$ cat config.mk
export PLATFORM = sky130hd
export DESIGN_NAME = mmio_gpio_bank
export DESIGN_NICKNAME = d
export VERILOG_FILES = /design/src/rtl/gpio_pkg.sv /design/src/rtl/gpio_port_in.sv /design/src/rtl/mmio_gpio_bank.sv
export SDC_FILE = /design/constraint.sdc
export NUM_CORES = 1
export LEC_CHECK = 0
export ABC_AREA = 1
export CAP_MARGIN = 40
export CORE_UTILIZATION = 54
export DETAILED_ROUTE_END_ITERATION = 16
export GPL_TIMING_DRIVEN = 0
export PLACE_DENSITY = 0.8
export SLEW_MARGIN = 0
export SYNTH_ARGS = -nofsm -noshare
export SYNTH_HDL_FRONTEND = slang
export SYNTH_SLANG_ARGS = --single-unit
$ cat constraint.sdc
create_clock -name clk -period 4.4 [get_ports clk]
set_input_delay 0.66 -clock clk [delete_from_list [all_inputs] [get_ports clk]]
set_output_delay 0.66 -clock clk [all_outputs]
set_load 0.02 [all_outputs]
$ cat src/rtl/gpio_pkg.sv
// Shared constants for the memory-mapped GPIO bank.
//   - CPU bus mem_mode encodings
//   - per-port register offsets inside an 8-byte window
//   - window stride between consecutive ports
package gpio_pkg;

  localparam logic [1:0] MODE_RD   = 2'b00;
  localparam logic [1:0] MODE_PC   = 2'b01;
  localparam logic [1:0] MODE_WRT  = 2'b10;
  localparam logic [1:0] MODE_IDLE = 2'b11;

  localparam logic [2:0] OFS_OUT  = 3'd0;
  localparam logic [2:0] OFS_DIR  = 3'd1;
  localparam logic [2:0] OFS_IN   = 3'd2;
  localparam logic [2:0] OFS_IE   = 3'd3;
  localparam logic [2:0] OFS_EDGE = 3'd4;
  localparam logic [2:0] OFS_STAT = 3'd5;

  localparam int STRIDE = 8;

endpackage

$ cat src/rtl/gpio_port_in.sv
// Input path for one GPIO port: two-flop synchroniser, optional per-bit
// debounce filter (macro GPIO_DEBOUNCE_EN), and edge detection.
// Ports:
//   clk, rst  : clock, asynchronous active-high reset
//   pad       : raw asynchronous pin levels
//   edge_sel  : per-bit edge polarity, 1 = falling, 0 = rising
//   in_val    : synchronised (and filtered) pin value, seen as the IN register
//   edge_hit  : one-cycle pulse per bit when the selected edge is seen
module gpio_port_in #(
  parameter int PORT_W  = 8,
  parameter int DEB_CYC = 4
) (
  input  logic              clk,
  input  logic              rst,
  input  logic [PORT_W-1:0] pad,
  input  logic [PORT_W-1:0] edge_sel,
  output logic [PORT_W-1:0] in_val,
  output logic [PORT_W-1:0] edge_hit
);

  logic [PORT_W-1:0] sync1;
  logic [PORT_W-1:0] sync2;
  logic [PORT_W-1:0] filt;
  logic [PORT_W-1:0] prev;

  always_ff @(posedge clk or posedge rst) begin
    if (rst) begin
      sync1 <= '0;
      sync2 <= '0;
      prev  <= '0;
    end else begin
      sync1 <= pad;
      sync2 <= sync1;
      prev  <= filt;
    end
  end

`ifdef GPIO_DEBOUNCE_EN
  localparam int CW = (DEB_CYC > 1) ? $clog2(DEB_CYC) : 1;

  logic [CW-1:0] cnt [PORT_W];

  // The filtered value follows sync2 only after DEB_CYC consecutive cycles
  // of disagreement; any cycle of agreement restarts the count.
  always_ff @(posedge clk or posedge rst) begin
    if (rst) begin
      filt <= '0;
      for (int b = 0; b < PORT_W; b++) cnt[b] <= '0;
    end else begin
      for (int b = 0; b < PORT_W; b++) begin
        if (sync2[b] == filt[b]) begin
          cnt[b] <= '0;
        end else if (cnt[b] == CW'(DEB_CYC - 1)) begin
          filt[b] <= sync2[b];
          cnt[b]  <= '0;
        end else begin
          cnt[b] <= cnt[b] + 1'b1;
        end
      end
    end
  end
`else
  logic unused_deb;
  assign unused_deb = (DEB_CYC > 0);
  assign filt = sync2;
`endif

  assign in_val   = filt;
  assign edge_hit = (filt & ~prev & ~edge_sel) | (~filt & prev & edge_sel);

endmodule

$ cat src/rtl/mmio_gpio_bank.sv
// Memory-mapped GPIO bank on the CPU data bus. NUM_PORTS ports of PORT_W
// bits, each with OUT/DIR/IN/IE/EDGE/STAT registers in an 8-byte window at
// BASE_ADDR + 8*p, plus a registered level interrupt per port.
// Optional feature macro: GPIO_DEBOUNCE_EN (per-bit input debounce).
// Ports:
//   clk, rst  : clock, asynchronous active-high reset
//   addr_in   : CPU address
//   mem_mode  : 00 read, 01 PC fetch, 10 write, 11 idle
//   data_in   : CPU write data
//   data_out  : combinational read data (00 unless read hit)
//   addr_hit  : address decodes to one of this bank's registers
//   pad_in    : raw pin levels
//   pad_out   : pin drive values (OUT)
//   pad_oe    : pin output enables (DIR)
//   irq       : per-port interrupt request, level, registered
// Bus semantics: there is no valid/ready handshake; mem_mode qualifies each
// cycle. A write takes effect at the posedge ending the cycle in which
// mem_mode==10 and addr_hit==1; reads are side-effect free.
module mmio_gpio_bank
  import gpio_pkg::*;
#(
  parameter int                NUM_PORTS = 2,
  parameter int                PORT_W    = 8,
  parameter int                ADDR_W    = 24,
  parameter logic [ADDR_W-1:0] BASE_ADDR = 24'hFFE0,
  parameter int                DEB_CYC   = 4
) (
  input  logic                        clk,
  input  logic                        rst,
  input  logic [ADDR_W-1:0]           addr_in,
  input  logic [1:0]                  mem_mode,
  input  logic [7:0]                  data_in,
  output logic [7:0]                  data_out,
  output logic                        addr_hit,
  input  logic [NUM_PORTS*PORT_W-1:0] pad_in,
  output logic [NUM_PORTS*PORT_W-1:0] pad_out,
  output logic [NUM_PORTS*PORT_W-1:0] pad_oe,
  output logic [NUM_PORTS-1:0]        irq
);

  localparam logic [ADDR_W-1:0] WIN = ADDR_W'(STRIDE * NUM_PORTS);

  logic [PORT_W-1:0] out_r  [NUM_PORTS];
  logic [PORT_W-1:0] dir_r  [NUM_PORTS];
  logic [PORT_W-1:0] ie_r   [NUM_PORTS];
  logic [PORT_W-1:0] edge_r [NUM_PORTS];
  logic [PORT_W-1:0] stat_r [NUM_PORTS];
  logic [PORT_W-1:0] in_val [NUM_PORTS];
  logic [PORT_W-1:0] edge_hit [NUM_PORTS];
  logic [PORT_W-1:0] clr_mask [NUM_PORTS];
  logic [NUM_PORTS-1:0] wr_port;

  logic [ADDR_W-1:0] ofs_addr;
  logic [2:0]        reg_ofs;
  logic [1:0]        port_sel;
  logic              hit;
  logic              rd_en;
  logic              wr_en;
  logic [PORT_W-1:0] wd;
  logic [PORT_W-1:0] rd_word;
  logic              unused_data;

  // Decode: offset within the bank; offsets 6-7 of each window are holes.
  assign ofs_addr = addr_in - BASE_ADDR;
  assign reg_ofs  = ofs_addr[2:0];
  assign port_sel = ofs_addr[4:3];
  assign hit      = (addr_in >= BASE_ADDR) && (ofs_addr < WIN) && (reg_ofs <= OFS_STAT);
  assign addr_hit = hit;
  assign wd       = data_in[PORT_W-1:0];
  assign unused_data = ^data_in;

  always_comb begin
    rd_en = 1'b0;
    wr_en = 1'b0;
    case (mem_mode)
      MODE_RD:              rd_en = 1'b1;
      MODE_WRT:             wr_en = 1'b1;
      MODE_PC, MODE_IDLE:   ;
      default:              ;
    endcase
  end

  always_comb begin
    for (int p = 0; p < NUM_PORTS; p++) begin
      wr_port[p]  = wr_en && hit && (port_sel == 2'(p));
      clr_mask[p] = (wr_port[p] && (reg_ofs == OFS_STAT)) ? wd : '0;
    end
  end

  always_ff @(posedge clk or posedge rst) begin
    if (rst) begin
      irq <= '0;
      for (int p = 0; p < NUM_PORTS; p++) begin
        out_r[p]  <= '0;
        dir_r[p]  <= '0;
        ie_r[p]   <= '0;
        edge_r[p] <= '0;
        stat_r[p] <= '0;
      end
    end else begin
      for (int p = 0; p < NUM_PORTS; p++) begin
        irq[p] <= |(stat_r[p] & ie_r[p]);
        if (wr_port[p]) begin
          case (reg_ofs)
            OFS_OUT:  out_r[p]  <= wd;
            OFS_DIR:  dir_r[p]  <= wd;
            OFS_IE:   ie_r[p]   <= wd;
            OFS_EDGE: edge_r[p] <= wd;
            default:  ;
          endcase
        end
        // New edge is OR'd after the W1C mask so a simultaneous set wins.
        stat_r[p] <= (stat_r[p] & ~clr_mask[p]) | edge_hit[p];
      end
    end
  end

  always_comb begin
    rd_word = '0;
    for (int p = 0; p < NUM_PORTS; p++) begin
      if (port_sel == 2'(p)) begin
        case (reg_ofs)
          OFS_OUT:  rd_word = out_r[p];
          OFS_DIR:  rd_word = dir_r[p];
          OFS_IN:   rd_word = in_val[p];
          OFS_IE:   rd_word = ie_r[p];
          OFS_EDGE: rd_word = edge_r[p];
          OFS_STAT: rd_word = stat_r[p];
          default:  rd_word = '0;
        endcase
      end
    end
  end

  assign data_out = (rd_en && hit) ? 8'(rd_word) : 8'h00;

  for (genvar p = 0; p < NUM_PORTS; p++) begin : g_port
    assign pad_out[p*PORT_W +: PORT_W] = out_r[p];
    assign pad_oe[p*PORT_W +: PORT_W]  = dir_r[p];

    gpio_port_in #(
      .PORT_W  (PORT_W),
      .DEB_CYC (DEB_CYC)
    ) u_in (
      .clk      (clk),
      .rst      (rst),
      .pad      (pad_in[p*PORT_W +: PORT_W]),
      .edge_sel (edge_r[p]),
      .in_val   (in_val[p]),
      .edge_hit (edge_hit[p])
    );
  end

endmodule
; Word-level counts from Yosys, hierarchy flattened
; Index checks and enable logic that the tools add are counted.
; Widths: inputs -> output; s select.
[totals]
ff_bits = 130
out_inout_bits = 43
wordCells = 82
[classes]
add_sub_neg = 1
order_cmp = 3
n_eq_ne = 7
n_mux = 9
bitwise = 24
n_reduce_logical = 21
[op_table]
columns = cell, n
row1 = $and 8x8->8, 12
row2 = $pmux 8 s6, 2
row3 = $not 8->8, 8
row4 = $mux 8, 5
row5 = $or 8x8->8, 4
row6 = $ge 24x16->1 const B, 1
row7 = $lt 24x5->1 const B, 1
row8 = $sub 24x16->24 const B, 1
row9 = $reduce_and 2->1, 8
row10 = $reduce_or 8->1, 2
row11 = $logic_and 1x1->1, 8
row12 = $eq 3x2->1 const B, 2
row13 = $eq 3x3->1 const B, 2
row14 = $logic_not 2->1, 2
row15 = $eq 3x1->1 const B, 1
row16 = $le 3x3->1 const B, 1
row17 = $logic_not 3->1, 1
row18 = $eq 2x1->1 const B, 1
row19 = $eq 2x2->1 const B, 1
row20 = $mux 1, 2

; Logic depth before layout (Yosys ltp)
; Gate-level depths: netlist of the first run.
[depth]
depth_word = 11
ltp_mapped = 17

; Modules after synthesis
; A second synthesis of the first run with hierarchy kept.
[hier_totals]
cells_unflattened = 838
area_unflattened_um2 = 6892.9
[by_module_without_submodules]
columns = mod, n_inst, cells_per_inst, area_per_inst_um2, seq_area_each_um2
row1 = mmio_gpio_bank, 1, 692, 5283.8, 2052.0
row2 = gpio_port_in, 2, 73, 804.5, 600.6

; Worst setup path before layout of the first run
; OpenSTA, ideal clock, no wires.
[synth_timing]
path_type = input port to output port
startpoint = in addr_in[5]
endpoint = out data_out[7]
t_arrival_ns = 2.568
t_required_ns = 3.740
path_slack_ns = 1.172
stages = 13
path_buffers = 0
cell_sequence = ha_1 nand2_1 nor2_2 nand3_2 nand2_1 nand2_1 nor2_1 nand2_1 nor2_1 nand3_2 inv_1 nand2_1 a211oi_1
[synth_between]
elab_chain_cells = 6
[synth_lines]
columns = item, line
row1 = from (decl), mmio_gpio_bank.sv:30  ; input logic [ADDR_W-1:0] addr_in,
row2 = $sub 24x16->24, mmio_gpio_bank.sv:64  ; assign ofs_addr = addr_in - BASE_ADDR;
row3 = $lt 24x5->1, mmio_gpio_bank.sv:67  ; assign hit = (addr_in >= BASE_ADDR) && (ofs_addr < WIN) && (reg_ofs <= OFS_STAT);
row4 = $logic_and 1x1->1 * (2 in a row), mmio_gpio_bank.sv:67
row5 = net addr_hit, mmio_gpio_bank.sv:34  ; output logic addr_hit,
row6 = $logic_and 1x1->1 *, mmio_gpio_bank.sv:135  ; assign data_out = (rd_en && hit) ? 8'(rd_word) : 8'h00;
row7 = $mux 8 *, mmio_gpio_bank.sv:135
row8 = to (decl), mmio_gpio_bank.sv:33  ; output logic [7:0] data_out,
; The timed path passes the listed nets; every way through them passes the cells marked *.

; Worst setup path after layout of the first run
[layout_timing]
startpoint = in addr_in[1]
endpoint = out data_out[0]
[layout_between]
elab_chain_cells = 6
[layout_lines]
columns = item, line
row1 = $sub 24x16->24, mmio_gpio_bank.sv:64
row2 = "$lt 24x5->1, or another cell as far along", mmio_gpio_bank.sv:67
row3 = $logic_and 1x1->1 / $pmux 8 s6 (equally long branches), "mmio_gpio_bank.sv:67, mmio_gpio_bank.sv:122"
row4 = $logic_and 1x1->1 / $mux 8 (equally long branches), "mmio_gpio_bank.sv:67, mmio_gpio_bank.sv:121"
row5 = $logic_and 1x1->1 / $mux 8 (equally long branches), "mmio_gpio_bank.sv:135, mmio_gpio_bank.sv:121"
row6 = $mux 8 *, mmio_gpio_bank.sv:135
; Mark *: on every way between the ends. The rest lies on a longest branch, timed or not.

==> results of run 1 <==
repair_timing:
action                                  in CTS  in global routing
cloned                                       0                  0
resized for setup                            2                 10
endpoints found under the setup margin       2                  7
state kept, by name (all words and copies together) (netlist names):
| name | count |
|---|---|
| g_port.u_in.prev | 16 |
| g_port.u_in.in_val | 16 |
| ie_r | 16 |
| pad_out | 16 |
| stat_r | 16 |
| pad_oe | 16 |
| g_port.u_in.sync1 | 16 |
| edge_r | 16 |
| irq | 2 |
worst max-delay path: stages:
cell	delay [ns]
clkdlybuf4s50_1	0.59
nor2_1	0.10
nand2_1	0.29
clkinv_1	0.40
clkbuf_2	0.36
nand2_1	0.13
o2111ai_1	0.11
o21ai_0	0.38
a21oi_2	0.12
clkdlybuf4s50_1	0.56
final timing paths:
path,start,slack (ns),cells past startpoint,to
min,g_port[1].u_in.sync1[5],0.34,0,g_port[1].u_in.in_val[5]
max in group asynchronous,rst,2.99,3,edge_r[6]
max reg2reg,stat_r[14],3.35,4,irq[0]
min in group asynchronous,rst,0.66,2,g_port[0].u_in.sync1[0]
max,addr_in[1],0.03,10,data_out[0]
min reg2reg,g_port[1].u_in.sync1[5],0.34,0,g_port[1].u_in.in_val[5]
cells in the final DEF (no fill, tap or decap), types with 3 or more instances in the layout:
cell             count
nand3_1             34
clkinv_1             4
nand3_4              4
nand2_2              4
dfrtp_1            130
nand2_1            221
o21ai_2             16
inv_1               82
bufinv_16            4
clkdlybuf4s50_1     87
o31ai_1              6
nand3_2              7
clkinvlp_4           4
a22oi_1              3
a221oi_1             5
a21oi_1             11
nor2_1              25
o22ai_1              8
nor3_1               3
clkbuf_16           17
nor2_2               4
dlymetal6s2s_1       6
buf_6                3
nand4_1             23
clkinv_2             3
buf_2                3
or2_2                3
o2bb2ai_1            3
clkbuf_1             8
o21ai_1              9
buf_4                3
o21ai_0             76
final cells by class:
| cell class | count | area share (%) |
|---|---|---|
| buffer | 19 | 1.45 |
| clock buffer | 19 | 5.58 |
| clock inverter | 13 | 2.30 |
| inverter | 89 | 4.27 |
| multi-input combinational | 482 | 30.7 |
| sequential | 130 | 41.0 |
| tap | 140 | 2.21 |
| timing repair buffer | 97 | 12.6 |
cell families (layout without fill, tap and decap cells):
| kind of cell | Yosys count | in the layout | share of synthesized area (%) |
|---|---|---|---|
| AO/OA/AOI/OAI | 147 | 147 | 14.5 |
| XOR/XNOR | 2 | 2 | 0.286 |
| adder cells (fa/ha/maj) | 1 | 1 | 0.204 |
| buffers and inverters | 109 | 237 | 7.35 |
| flip-flops | 130 | 130 | 53.1 |
| AND/OR/NAND/NOR | 332 | 332 | 24.6 |
power groups by stage:
| stage | Sequential [mW] | Combinational (mW) | Clock (mW) |
|---|---|---|---|
| 2_1_floorplan | 1.25 | 0.0925 | 0 |
| 3_3_place_gp | 1.25 | 0.180 | 0 |
| 3_5_place_dp | 1.25 | 0.189 | 0 |
| 4_1_cts | 1.23 | 0.191 | 1.50 |
| 5_1_grt | 1.23 | 0.212 | 1.56 |
| 6_report | 1.23 | 0.193 | 1.49 |
through the flow:
step	hold slack (ns)	TNS, ns
2_1_floorplan	0.331	0
3_3_place_gp	0.331	-172.60
3_5_place_dp	0.335	-0.0304
4_1_cts	0.342	0
5_1_grt	0.346	0
6_report	0.340	0
layer usage:
metal / GRT usage [%] / part of all wire, %
met5: 0 / 0
met4: 14.6 / 2.6
met3: 7.17 / 8.5
met2: 52.8 / 49
met1: 42.4 / 40
==> results.yml, run 1 <==
synth:
  synth-seq-cells: 130
  post-synth-top-area-fraction_pct: 53.1
  yosysMostFrequentCell: "nand2_1"
  ys_seq_area_share_pct: 53.1
  ys_top_cells_by_count: "nand2_1, dfrtp_1, inv_1"
  synth_enable_flop_cells: 0
  synthesis.nets: 774
  synth_cells: 721
  yosysWarningCount: 0
  yosysTopAreaCell: "dfrtp_1"
  post_synth_num_cell_types: 41
  syn_avg_cell_area_um2: 8.50
  async_reset_ff_share_pct: 100
  synthTopCellsByArea: "dfrtp_1, nand2_1, o21ai_0"
  synth_area_um2: 6130
  ys.flop_type: "dfrtp_1"
power:
  switching_share_pct: 22.7
  ir_drop_uv: 422
  p_sw_mw: 0.660
  sequentialPowerShare_pct: 42.3
  p_clk_share_pct: 51.1
  power_density_nw_per_um2: 367
  p_leak_nw: 3.68
  p_int_mw: 2.25
  combPwrFrac_pct: 6.6
  power_mw: 2.91
hold_path:
  worst_hold_path_type: "reg -> reg"
die:
  core_um2: 10900
  die_w_um: 109
  num_io_pins: 95
  die_area_um2: 11800
  die_y_um: 109
  row_count: 38
  start_util_pct: 56.1
clocking:
  postCtsSetupBuffers: 0
  worstSkewPairLatency_ns: 0.42
  clock-root-buffer: "clkbuf_16"
  clk_path_buf_depth: 2
  cts_buffers: 17
  cts_tree: "yes"
  cts.clk_slew.worst_paths_ns: 0.06
  clock-sinks: 130
  h-tree-depth: 4
  cts_hold_buf: 0
timing:
  slew_violations: 0
  hold_violations: 0
  rsz0062_at_grt: "false"
  max_slew_margin_pct: 55.5
  fmax_mhz: 229
  clock_skew_ns: 0.00786
  setup_slack_ns: 0.0282
  fin_crit_ns: 4.37
  timing.final.crit_share_pct: 99.4
  finalSetupViolations: 0
  worst_slew_pin_slew_ns: 0.667
detailed_routing:
  wirelength_um: 17900
  initialDrtViolationCount: 569
  wl_per_cell_um: 18.1
  drc: 0
  vias: 5767
  drt-pass1-iter-count: 5
  via_per_inst: 5.83
  antenna_left: 0
setup_path:
  crit_path_max_fanout: 10
  crit_type: "in -> out"
  arrival_ns: 3.71
  worstPathRequired_ns: 3.74
  endpoint_kind: "output pin"
  start_kind: "input pin"
layout:
  multiInputGateArea_um2: 2430
  area_growth_syn_to_layout_pct: 29.5
  diodes: 0
  fin_cells: 989
  n_fill_cell: 830
  final_area_um2: 7940
  drive_above_1_share_pct: 10.5
  fin_nets: 889
  area.sequential_um2: 3250
  postLayoutCoreUtil_pct: 72.6
placed_design:
  post-place-ws_ns: -0.0304
  port_buffers: 94
  dpl_cell_area_um2: 7290
  dp.cells: 957
  gp_congestion: 0.955
  place_hpwl_um: 12600
global_route:
  antenna_found_initial: 0
  grt_pass1_wl_um: 28500
  overflow: 0
  grt_max_degree: 81
  grt_use_total_pct: 32.7
  grt_pass1_vias: 5735
run:
  drv_cap: 0
outcome:
  status: "complete, no violations"
No activity file was read; power rests on OpenSTA's default activity.
==> inputs of run 2 (changes only) <==
--- a/config.mk
+++ b/config.mk
@@ -7,10 +7,11 @@
 export LEC_CHECK = 0
 export ABC_AREA = 1
 export CAP_MARGIN = 40
+export CORE_MARGIN = 2
 export CORE_UTILIZATION = 54
 export DETAILED_ROUTE_END_ITERATION = 16
 export GPL_TIMING_DRIVEN = 0
-export PLACE_DENSITY = 0.8
+export PLACE_DENSITY = 0.78
 export SLEW_MARGIN = 0
 export SYNTH_ARGS = -nofsm -noshare
 export SYNTH_HDL_FRONTEND = slang
==> run 2 against run 1 <==
Net effect: worst hold slack improved by 0.0053 ns; clock skew is 0.0037 ns higher; power decreased by 3.8%; clock power shrank 7%; maximum frequency rose by 4.7%; largest cell class unchanged.
==> results.yml, run 2 (synthesis gave the netlist of run 1 again) <==
global_route:
  overflow: 0
  antenna_found_initial: 0
  grt_pass1_wl_um: 28400
  grt_max_degree: 75
  grt_pass1_vias: 5578
  grt_use_total_pct: 29.7
layout:
  postLayoutCoreUtil_pct: 72.3
  final_common_cell: "nand2_1"
  area_growth_syn_to_layout_pct: 28.9
  diodes: 0
  layout_common_cells: "nand2_1, dfrtp_1, clkdlybuf4s50_1, inv_1, o21ai_0"
  n_fill_cell: 847
  drive_above_1_share_pct: 10.6
  fin_cells: 989
  fin_nets: 889
detailed_routing:
  drt-pass1-iter-count: 5
  via_per_inst: 5.78
  vias: 5718
  wirelength_um: 17800
  drc: 0
  wl_per_cell_um: 18.0
  initialDrtViolationCount: 590
  antenna_left: 0
clocking:
  cts_buffers: 17
  cts_hold_buf: 0
  worstSkewPairLatency_ns: 0.42
  cts_tree: "yes"
  clk_path_buf_depth: 2
  postCtsSetupBuffers: 0
  h-tree-depth: 4
  cts-resized-gates: 0
  clock-root-buffer: "clkbuf_16"
  clock-sinks: 130
  cts.clk_slew.worst_paths_ns: 0.05
die:
  num_io_pins: 95
  start_util_pct: 56.1
  die_area_um2: 12200
  die_y_um: 111
  die_w_um: 111
  core_um2: 10900
  row_count: 38
placed_design:
  post-place-ws_ns: 0.00675
  dp.cells: 957
  place_hpwl_um: 12600
  port_buffers: 94
  gp_congestion: 0.974
setup_path:
  slowest_delay_ns: 0.62
  arrival_ns: 3.52
  startpoint: "addr_in[1]"
  start_kind: "input pin"
  crit_chain: "clkdlybuf4s50_1 > nor2_1 > nand2_1 > clkinv_1 > clkbuf_1 > nand2_1 > o211ai_1 > o21ai_0 > a21oi_2 > clkdlybuf4s50_1"
  r2r_setup_slack_ns: 3.38
  endpoint_kind: "output pin"
  worstPathRequired_ns: 3.74
  r2r-end: "irq[0]"
  r2r_cells: 4
  endpoint: "data_out[3]"
  cpMaxStageDelayCell: "clkdlybuf4s50_1"
  crit_path_max_fanout: 10
  rr_startpoint: "stat_r[14]"
  crit_type: "in -> out"
run:
  drv_cap: 0
power:
  power_density_nw_per_um2: 354
  power_mw: 2.80
  p_leak_nw: 3.69
  ir_drop_uv: 280
timing:
  timing.final.crit_share_pct: 94.9
  tns_ns: 0
  clock_skew_ns: 0.0116
  worst_slew_pin_slew_ns: 0.718
  fin_crit_ns: 4.18
  finalSetupViolations: 0
  slew_violations: 0
  setup_slack_ns: 0.224
  max_slew_margin_pct: 51.7
  hold_violations: 0
  fmax_mhz: 239
hold_path:
  worst_hold_path_type: "reg -> reg"
outcome:
  status: "complete, no violations"
-- run 2: cell count changes in the layout (fill, tap and decap cells not counted), moves of 2 or more --
| cell | delta |
|---|---|
| clkbuf_8 | +3 |
| bufinv_16 | -3 |
| clkinv_4 | +2 |
| clkinvlp_4 | -3 |
-- run 2: area by class of cell --
| class | count | area [µm²] | share of cell area (%) |
|---|---|---|---|
| Clock buffer | 21 | 480 | 6.08 |
| Inverter | 89 | 339 | 4.29 |
| Multi-Input combinational cell | 482 | 2440 | 30.9 |
| Tap cell | 140 | 175 | 2.22 |
| Clock inverter | 11 | 101 | 1.28 |
| Sequential cell | 130 | 3250 | 41.2 |
| Timing Repair Buffer | 97 | 998 | 12.6 |
| Buffer | 19 | 115 | 1.46 |
-- run 2: per-stage QoR --
step	area (µm²)	hold slack, ns
after floorplan	6130	0.331
after global placement	7250	0.333
after detailed placement	7280	0.336
after CTS	7870	0.347
after global routing	7900	0.349
final	7900	0.345
-- run 2: critical path, delay by kind of cell --
kind	cells	cell delay [ns]
buffers and inverters	4	1.97
AO/OA/AOI/OAI	3	0.51
AND/OR/NAND/NOR	3	0.36
-- run 2: routing by layer --
layer	share of wire (%)	routed length [µm]	GRT usage, %	vias up
li1	-	-	-	2615
met1	41	7310	39.4	2730
met2	47	8290	45.5	316
met3	8.7	1540	7.41	57
met4	3.7	652	14.9	0
met5	0	0	0	-
-- run 2: how the worst min path moves through the flow --
stage | endpoint | slack, ns | startpoint | cells past startpoint
floorplan | g_port[0].u_in.in_val[0] | 0.33 | g_port[0].u_in.sync1[0] | 0
global placement | g_port[0].u_in.in_val[5] | 0.33 | g_port[0].u_in.sync1[5] | 0
detailed placement | g_port[1].u_in.in_val[6] | 0.34 | g_port[1].u_in.sync1[6] | 0
CTS | g_port[1].u_in.in_val[6] | 0.35 | g_port[1].u_in.sync1[6] | 0
global route | g_port[0].u_in.in_val[4] | 0.35 | g_port[0].u_in.sync1[4] | 0
finish | g_port[1].u_in.in_val[6] | 0.35 | g_port[1].u_in.sync1[6] | 0
-- run 2: report_power, final --
group / internal, mW / switching [mW]
clock network: 0.838 / 0.537
logic: 0.0705 / 0.123
registers: 1.22 / 0.0122
total: 2.13 / 0.672
